--- config.mk ---
export PLATFORM = sky130hd
export DESIGN_NAME = learn_sched_flat
export DESIGN_NICKNAME = d
export VERILOG_FILES = /design/src/rtl/learn_sched_pkg.sv /design/src/rtl/learn_sched_if.sv /design/src/rtl/learn_sched_pkt_fifo.sv /design/src/rtl/learn_sched.sv /design/src/flat_wrapper.sv
export SDC_FILE = /design/constraint.sdc
export NUM_CORES = 1
export LEC_CHECK = 0
export CORE_ASPECT_RATIO = 1.4
export CORE_MARGIN = 1
export CORE_UTILIZATION = 50
export CTS_BUF_LIST = sky130_fd_sc_hd__clkbuf_8
export DETAILED_ROUTE_END_ITERATION = 8
export MAX_ROUTING_LAYER = met4
export PLACE_DENSITY = 0.72
export SLEW_MARGIN = 20
export SYNTH_ARGS = -nofsm -noshare
export SYNTH_HDL_FRONTEND = slang
export SYNTH_SLANG_ARGS = --single-unit
--- constraint.sdc ---
create_clock -name clock -period 3.45 [get_ports clock]
set_input_delay 0.5175 -clock clock [delete_from_list [all_inputs] [get_ports clock]]
set_output_delay 0.5175 -clock clock [all_outputs]
set_load 0.005 [all_outputs]
--- src/rtl/learn_sched_pkg.sv ---
// Shared sizing defaults and FSM state encoding for the learnCosts scheduler.
package learn_sched_pkg;

  localparam int unsigned WORD_WIDTH = 16;
  localparam int unsigned FIFO_DEPTH = 4;
  localparam int unsigned TIMEOUT    = 255;

  typedef enum logic [1:0] {
    ST_IDLE   = 2'd0,
    ST_LAUNCH = 2'd1,
    ST_WAIT   = 2'd2
  } state_t;

endpackage

--- src/rtl/learn_sched_if.sv ---
// Packet ingress and learnCosts handshake bundle; slave is the scheduler side.
interface learn_sched_if #(
  parameter int unsigned WORD_WIDTH = learn_sched_pkg::WORD_WIDTH
);

  logic                  pkt_valid;
  logic                  pkt_ready;
  logic [WORD_WIDTH-1:0] pkt_sourceID;
  logic [WORD_WIDTH-1:0] pkt_batteryStat;
  logic [WORD_WIDTH-1:0] pkt_value;
  logic [WORD_WIDTH-1:0] pkt_clusterID;

  logic                  lc_en;
  logic [WORD_WIDTH-1:0] lc_fsourceID;
  logic [WORD_WIDTH-1:0] lc_fbatteryStat;
  logic [WORD_WIDTH-1:0] lc_fValue;
  logic [WORD_WIDTH-1:0] lc_fclusterID;
  logic                  lc_done;
  logic                  lc_reinit;

  modport master (
    output pkt_valid, pkt_sourceID, pkt_batteryStat, pkt_value, pkt_clusterID,
    output lc_done, lc_reinit,
    input  pkt_ready, lc_en, lc_fsourceID, lc_fbatteryStat, lc_fValue, lc_fclusterID
  );

  modport slave (
    input  pkt_valid, pkt_sourceID, pkt_batteryStat, pkt_value, pkt_clusterID,
    input  lc_done, lc_reinit,
    output pkt_ready, lc_en, lc_fsourceID, lc_fbatteryStat, lc_fValue, lc_fclusterID
  );

endinterface

--- src/rtl/learn_sched_pkt_fifo.sv ---
// Packet buffer holding the four packed fields; pointers wrap modulo DEPTH.
module pkt_fifo #(
  parameter int unsigned WIDTH = 64,
  parameter int unsigned DEPTH = 4
) (
  input  logic                     clock,
  input  logic                     nrst,
  input  logic                     push,
  input  logic                     pop,
  input  logic [WIDTH-1:0]         wdata,
  output logic [WIDTH-1:0]         rdata,
  output logic [$clog2(DEPTH):0]   count,
  output logic                     full,
  output logic                     empty
);

  localparam int unsigned AW = (DEPTH > 1) ? $clog2(DEPTH) : 1;
  localparam int unsigned CW = $clog2(DEPTH) + 1;

  logic [WIDTH-1:0] mem [DEPTH];
  logic [AW-1:0]    wptr;
  logic [AW-1:0]    rptr;
  logic             push_ok;
  logic             pop_ok;

  assign full    = (count == CW'(DEPTH));
  assign empty   = (count == '0);
  assign push_ok = push & ~full;
  assign pop_ok  = pop & ~empty;
  assign rdata   = mem[rptr];

  always_ff @(posedge clock) begin
    if (push_ok) mem[wptr] <= wdata;
  end

  always_ff @(posedge clock or negedge nrst) begin
    if (!nrst) begin
      wptr  <= '0;
      rptr  <= '0;
      count <= '0;
    end else begin
      if (push_ok) wptr <= (wptr == AW'(DEPTH - 1)) ? '0 : wptr + 1'b1;
      if (pop_ok)  rptr <= (rptr == AW'(DEPTH - 1)) ? '0 : rptr + 1'b1;
      case ({push_ok, pop_ok})
        2'b10:   count <= count + 1'b1;
        2'b01:   count <= count - 1'b1;
        default: count <= count;
      endcase
    end
  end

endmodule

--- src/rtl/learn_sched.sv ---
// Buffers neighbour packets and feeds them one at a time to learnCosts,
// tracking completions, re-init requests and per-job timeouts.
module learn_sched #(
  parameter int unsigned WORD_WIDTH = learn_sched_pkg::WORD_WIDTH,
  parameter int unsigned FIFO_DEPTH = learn_sched_pkg::FIFO_DEPTH,
  parameter int unsigned TIMEOUT    = learn_sched_pkg::TIMEOUT
) (
  input  logic                         clock,
  input  logic                         nrst,
  learn_sched_if.slave                 sched_bus,
  output logic                         reinit_req,
  output logic                         busy,
  output logic [$clog2(FIFO_DEPTH):0]  fifo_count,
  output logic [7:0]                   done_cnt,
  output logic                         timeout_err
);

  import learn_sched_pkg::*;

  localparam int unsigned PW = 4 * WORD_WIDTH;
  localparam int unsigned TW = $clog2(TIMEOUT + 1);

  state_t          state;
  logic [TW-1:0]   tcnt;
  logic [PW-1:0]   wdata;
  logic [PW-1:0]   rdata;
  logic [PW-1:0]   lc_fields;
  logic            lc_en_q;
  logic            full;
  logic            empty;
  logic            pop;

  assign wdata = {sched_bus.pkt_sourceID, sched_bus.pkt_batteryStat,
                  sched_bus.pkt_value, sched_bus.pkt_clusterID};

  // Ready comes from the registered count only, so a pop while full frees
  // the slot for the following cycle, never the current one.
  assign sched_bus.pkt_ready = ~full;
  assign pop = (state == ST_IDLE) & ~empty;

  assign sched_bus.lc_en = lc_en_q;
  assign {sched_bus.lc_fsourceID, sched_bus.lc_fbatteryStat,
          sched_bus.lc_fValue, sched_bus.lc_fclusterID} = lc_fields;

  pkt_fifo #(
    .WIDTH (PW),
    .DEPTH (FIFO_DEPTH)
  ) u_pkt_fifo (
    .clock (clock),
    .nrst  (nrst),
    .push  (sched_bus.pkt_valid),
    .pop   (pop),
    .wdata (wdata),
    .rdata (rdata),
    .count (fifo_count),
    .full  (full),
    .empty (empty)
  );

  always_ff @(posedge clock or negedge nrst) begin
    if (!nrst) begin
      state       <= ST_IDLE;
      tcnt        <= '0;
      lc_fields   <= '0;
      lc_en_q     <= 1'b0;
      reinit_req  <= 1'b0;
      busy        <= 1'b0;
      done_cnt    <= '0;
      timeout_err <= 1'b0;
    end else begin
      lc_en_q    <= 1'b0;
      reinit_req <= 1'b0;
      case (state)
        ST_IDLE: begin
          if (!empty) begin
            lc_fields <= rdata;
            lc_en_q   <= 1'b1;
            busy      <= 1'b1;
            state     <= ST_LAUNCH;
          end
        end
        ST_LAUNCH: begin
          tcnt  <= '0;
          state <= ST_WAIT;
        end
        ST_WAIT: begin
          if (sched_bus.lc_done) begin
            done_cnt   <= done_cnt + 8'd1;
            reinit_req <= sched_bus.lc_reinit;
            busy       <= 1'b0;
            state      <= ST_IDLE;
          end else begin
            tcnt <= tcnt + 1'b1;
            if (tcnt == TW'(TIMEOUT - 1)) begin
              timeout_err <= 1'b1;
              busy        <= 1'b0;
              state       <= ST_IDLE;
            end
          end
        end
        default: begin
          busy  <= 1'b0;
          state <= ST_IDLE;
        end
      endcase
    end
  end

endmodule

--- src/flat_wrapper.sv ---
// flat-port wrapper written by rule: the top's interface ports become plain ports
module learn_sched_flat import learn_sched_pkg::*;
#(
  parameter int unsigned WORD_WIDTH = learn_sched_pkg::WORD_WIDTH,
  parameter int unsigned FIFO_DEPTH = learn_sched_pkg::FIFO_DEPTH,
  parameter int unsigned TIMEOUT    = learn_sched_pkg::TIMEOUT
)
  (clock, nrst, reinit_req, busy, fifo_count, done_cnt, timeout_err, sched_bus_pkt_valid, sched_bus_pkt_sourceID, sched_bus_pkt_batteryStat, sched_bus_pkt_value, sched_bus_pkt_clusterID, sched_bus_lc_done, sched_bus_lc_reinit, sched_bus_pkt_ready, sched_bus_lc_en, sched_bus_lc_fsourceID, sched_bus_lc_fbatteryStat, sched_bus_lc_fValue, sched_bus_lc_fclusterID);
  learn_sched_if #(.WORD_WIDTH(WORD_WIDTH)) sched_bus_i ();
  input  logic clock;
  input  logic nrst;
  output logic reinit_req;
  output logic busy;
  output logic [$clog2(FIFO_DEPTH):0] fifo_count;
  output logic [7:0] done_cnt;
  output logic timeout_err;
  input wire logic [$bits(sched_bus_i.pkt_valid)-1:0] sched_bus_pkt_valid;
  input wire logic [$bits(sched_bus_i.pkt_sourceID)-1:0] sched_bus_pkt_sourceID;
  input wire logic [$bits(sched_bus_i.pkt_batteryStat)-1:0] sched_bus_pkt_batteryStat;
  input wire logic [$bits(sched_bus_i.pkt_value)-1:0] sched_bus_pkt_value;
  input wire logic [$bits(sched_bus_i.pkt_clusterID)-1:0] sched_bus_pkt_clusterID;
  input wire logic [$bits(sched_bus_i.lc_done)-1:0] sched_bus_lc_done;
  input wire logic [$bits(sched_bus_i.lc_reinit)-1:0] sched_bus_lc_reinit;
  output wire logic [$bits(sched_bus_i.pkt_ready)-1:0] sched_bus_pkt_ready;
  output wire logic [$bits(sched_bus_i.lc_en)-1:0] sched_bus_lc_en;
  output wire logic [$bits(sched_bus_i.lc_fsourceID)-1:0] sched_bus_lc_fsourceID;
  output wire logic [$bits(sched_bus_i.lc_fbatteryStat)-1:0] sched_bus_lc_fbatteryStat;
  output wire logic [$bits(sched_bus_i.lc_fValue)-1:0] sched_bus_lc_fValue;
  output wire logic [$bits(sched_bus_i.lc_fclusterID)-1:0] sched_bus_lc_fclusterID;
  assign sched_bus_i.pkt_valid = sched_bus_pkt_valid;
  assign sched_bus_i.pkt_sourceID = sched_bus_pkt_sourceID;
  assign sched_bus_i.pkt_batteryStat = sched_bus_pkt_batteryStat;
  assign sched_bus_i.pkt_value = sched_bus_pkt_value;
  assign sched_bus_i.pkt_clusterID = sched_bus_pkt_clusterID;
  assign sched_bus_i.lc_done = sched_bus_lc_done;
  assign sched_bus_i.lc_reinit = sched_bus_lc_reinit;
  assign sched_bus_pkt_ready = sched_bus_i.pkt_ready;
  assign sched_bus_lc_en = sched_bus_i.lc_en;
  assign sched_bus_lc_fsourceID = sched_bus_i.lc_fsourceID;
  assign sched_bus_lc_fbatteryStat = sched_bus_i.lc_fbatteryStat;
  assign sched_bus_lc_fValue = sched_bus_i.lc_fValue;
  assign sched_bus_lc_fclusterID = sched_bus_i.lc_fclusterID;
  learn_sched #(.WORD_WIDTH(WORD_WIDTH), .FIFO_DEPTH(FIFO_DEPTH), .TIMEOUT(TIMEOUT)) u_core (.clock(clock), .nrst(nrst), .sched_bus(sched_bus_i), .reinit_req(reinit_req), .busy(busy), .fifo_count(fifo_count), .done_cnt(done_cnt), .timeout_err(timeout_err));
endmodule
==> flow_metrics.py <==
metrics = {
    "synth": {
        "synth-seq-area-share": 0.770,
        "ys_warn_count": 0,
        "postSynthCellCount": 592,
        "synth_edf_count": 256,
        "synth_top_flop_cell": "edfxtp_1",
        "syn_avg_cell_area_um2": 22.0,
        "netlist_area_um2": 13000,
        "ys_ff_latch": 349,
        "synth_nets": 671,
        "async_flop_share": 0.266,
        "yosysUniqueCellTypes": 36,
    },
    "pwr": {
        "power_density_nw_per_um2": 858,
        "ir_drop_uv": 408,
        "p_int_mw": 9.82,
        "clock_power_share": 0.224,
        "seq_power_share": 0.475,
        "comb_power_share": 0.301,
        "p_leak_nw": 5.62,
        "p_switching_mw": 3.78,
        "switching_share": 0.278,
    },
    "timing": {
        "min_period_ns": 2.46,
        "worstMarginPinSlew_ns": 1.02,
        "finalMaxSlewViolations": 0,
        "fmaxAchievable_mhz": 407,
        "rsz0062_at_grt": "no",
        "skew_ns": 0.0153,
        "tns_ns": 0,
        "holdWs_ns": 0.0476,
        "finalHoldViolCount": 0,
        "period_share": 0.713,
        "setup_viol": 0,
        "relSlewSlack": 0.323,
    },
    "layout": {
        "final_common_cell": "edfxtp_1",
        "mostFrequentLayoutCells": "edfxtp_1, clkdlybuf4s50_1, dfrtp_1, mux2_2, mux4_2",
        "drive_gt1_frac": 0.275,
        "final_cells": 1143,
        "fin_nets": 859,
        "regArea_um2": 10000,
        "fin_util": 0.623,
        "fillCellCount": 1770,
        "final_area_um2": 15900,
        "area_growth_pct": 22.0,
        "multi_input_area_um2": 2820,
    },
    "die": {
        "core_um2": 25500,
        "dieArea_um2": 26700,
        "dieHeight_um": 193,
        "start_util": 0.510,
        "die_w_um": 138,
        "pin_count": 149,
        "placementRows": 69,
    },
    "placement": {
        "io_buffer_count": 148,
        "dp_hpwl_um": 15200,
        "place_area_um2": 14900,
        "dp_cells": 1047,
        "gp_congestion": 0.735,
    },
    "worst_setup_path": {
        "worst_ep_arrival_time_ns": 1.94,
        "cpLargestDelayFamily": "buffers and inverters",
        "end_kind": "output port",
        "path_buf_inv": 1,
        "crit_required_ns": 2.93,
        "path_cells": "or3b_1 > clkdlybuf4s50_1",
        "ff2ff_setup_slack_ns": 1.13,
        "critPathKind": "reg2out",
        "cpMaxStageDelayCell": "clkdlybuf4s50_1",
        "crit_path_start_kind": "flip-flop",
        "cp_max_fo": 6,
        "crit_path_max_incr_delay_ns": 0.48,
    },
    "cts": {
        "hold_buffers": 0,
        "ctsHtreeMaxLevel": 2,
        "path_clk_slew_ns": 0.06,
        "clk_path_buf_depth": 3,
        "cts-buffers-inserted": 50,
        "post_cts_buffers": 0,
        "cts_resized": 0,
        "clk_latency_ns": 0.57,
        "cts_tree": "done",
        "clock-sinks": 349,
        "cts-root-buf": "clkbuf_8",
    },
    "route": {
        "detail-route-antenna-nets": 0,
        "vias": 6253,
        "drtIter0Drc": 328,
        "routed_wl_um": 24200,
        "via_per_inst": 5.47,
        "routedWlPerCell_um": 21.2,
        "drt_first_pass_iters": 7,
        "drc": 20,
    },
    "global_route": {
        "grt_pass1_vias": 6695,
        "grt_first_pass_wirelength_um": 37500,
        "overflow": 0,
        "antenna_found_initial": 2,
        "grt_max_degree": 68,
        "track_usage": 0.193,
    },
    "run_status": {
        "outcome": "finished with violations",
        "violations": "DRC",
    },
    "hold_path": {
        "hp-class": "in2async",
    },
    "run": {
        "maxCapViolations": 0,
    },
}
layout make-up:
type                            instances  share of cell area
Sequential cell                       349               0.632
Multi-Input combinational cell        208               0.178
Timing Repair Buffer                  160               0.101
Clock buffer                           60              0.0521
Tap cell                              319              0.0252
Clock inverter                         34             0.00899
Inverter                               11             0.00260
Antenna cell                            2            0.000316
sequential cells by signal, summed over array words and instances, names as in the netlist:
| register | cells |
|---|---|
| u_core.busy | 1 |
| u_core.sched_bus.lc_en | 1 |
| u_core.timeout_err | 1 |
| u_core.u_pkt_fifo.rptr | 2 |
| u_core.reinit_req | 1 |
| u_core.done_cnt | 8 |
| u_core.state | 2 |
| u_core.u_pkt_fifo.wptr | 2 |
| u_core.lc_fields | 64 |
| u_core.tcnt | 8 |
| u_core.u_pkt_fifo.count | 3 |
| u_core.u_pkt_fifo.mem | 256 |
logic make-up after synthesis:
| family | share of synthesized area |
|---|---|
| flip-flops | 0.770 |
| multiplexers | 0.171 |
| XOR/XNOR | 0.00741 |
| AO/OA/AOI/OAI | 0.00953 |
| adder cells (fa/ha/maj) | 0.0102 |
| AND/OR/NAND/NOR | 0.0164 |
| buffers and inverters | 0.0147 |
cell usage after synthesis (2+ instances only):
cell type / number / share of area
and3_1: 5 / 0.0024
buf_2: 6 / 0.0023
buf_4: 4 / 0.0023
buf_6: 5 / 0.0043
clkbuf_1: 8 / 0.0023
dfrtp_1: 93 / 0.18
edfxtp_1: 256 / 0.59
ha_1: 9 / 0.0087
inv_1: 11 / 0.0032
mux2_2: 69 / 0.060
mux4_2: 64 / 0.11
nand2_1: 4 / 0.0012
nand3_1: 7 / 0.0027
nand4_1: 3 / 0.0014
nor2_1: 5 / 0.0014
nor3_1: 3 / 0.0012
nor3_2: 2 / 0.0015
o211ai_1: 3 / 0.0017
o21ai_0: 3 / 0.0012
o311ai_0: 2 / 0.0013
o31ai_1: 4 / 0.0023
o41ai_1: 2 / 0.0013
or3b_1: 2 / 0.0013
xnor2_1: 4 / 0.0027
xor2_1: 7 / 0.0047
worst reg2reg max path, cell delays in order, from the launching register on:
cell	delay (ns)
dfrtp_1	0.43
or3b_1	0.47
and2_1	0.24
inv_1	0.06
ha_1	0.17
inv_1	0.07
fa_1	0.39
xor2_1	0.16
nor2_1	0.11
xor2_1	0.15
power by group through the flow:
stage / Clock [mW] / Combinational [mW] / Sequential, mW
floorplan: 0 / 2.70 / 6.21
global placement: 0 / 4.06 / 6.49
detailed placement: 0 / 4.17 / 6.58
CTS: 3.13 / 4.19 / 6.49
global route: 3.29 / 4.40 / 6.60
finish: 3.04 / 4.10 / 6.46
metrics by stage:
| step | setup slack, ns | power, mW |
|---|---|---|
| finish | 0.992 | 13.6 |
| global route | 0.880 | 14.3 |
| CTS | 0.937 | 13.8 |
| detailed placement | 1.04 | 10.7 |
| global placement | 1.09 | 10.5 |
| floorplan | 0.790 | 8.91 |
worst paths after layout:
kind / depth (start not counted) / start / endpoint
hold / removal: 1 / nrst / u_core.lc_fields[32]
setup reg to reg: 9 / u_core.u_pkt_fifo.count[0] / u_core.u_pkt_fifo.count[2]
min in group clock: 1 / u_core.done_cnt[7] / u_core.done_cnt[7]
setup / recovery: 2 / u_core.u_pkt_fifo.count[0] / sched_bus_pkt_ready
hold reg to reg: 1 / u_core.done_cnt[7] / u_core.done_cnt[7]
max in group asynchronous: 2 / nrst / u_core.lc_fields[54]
per-layer routing:
layer	routed length, um	track usage
met1	9390	0.223
met2	12900	0.336
met3	1270	0.0377
met4	665	0.0774
met5	0	-
(Power assumes the default switching activity.)
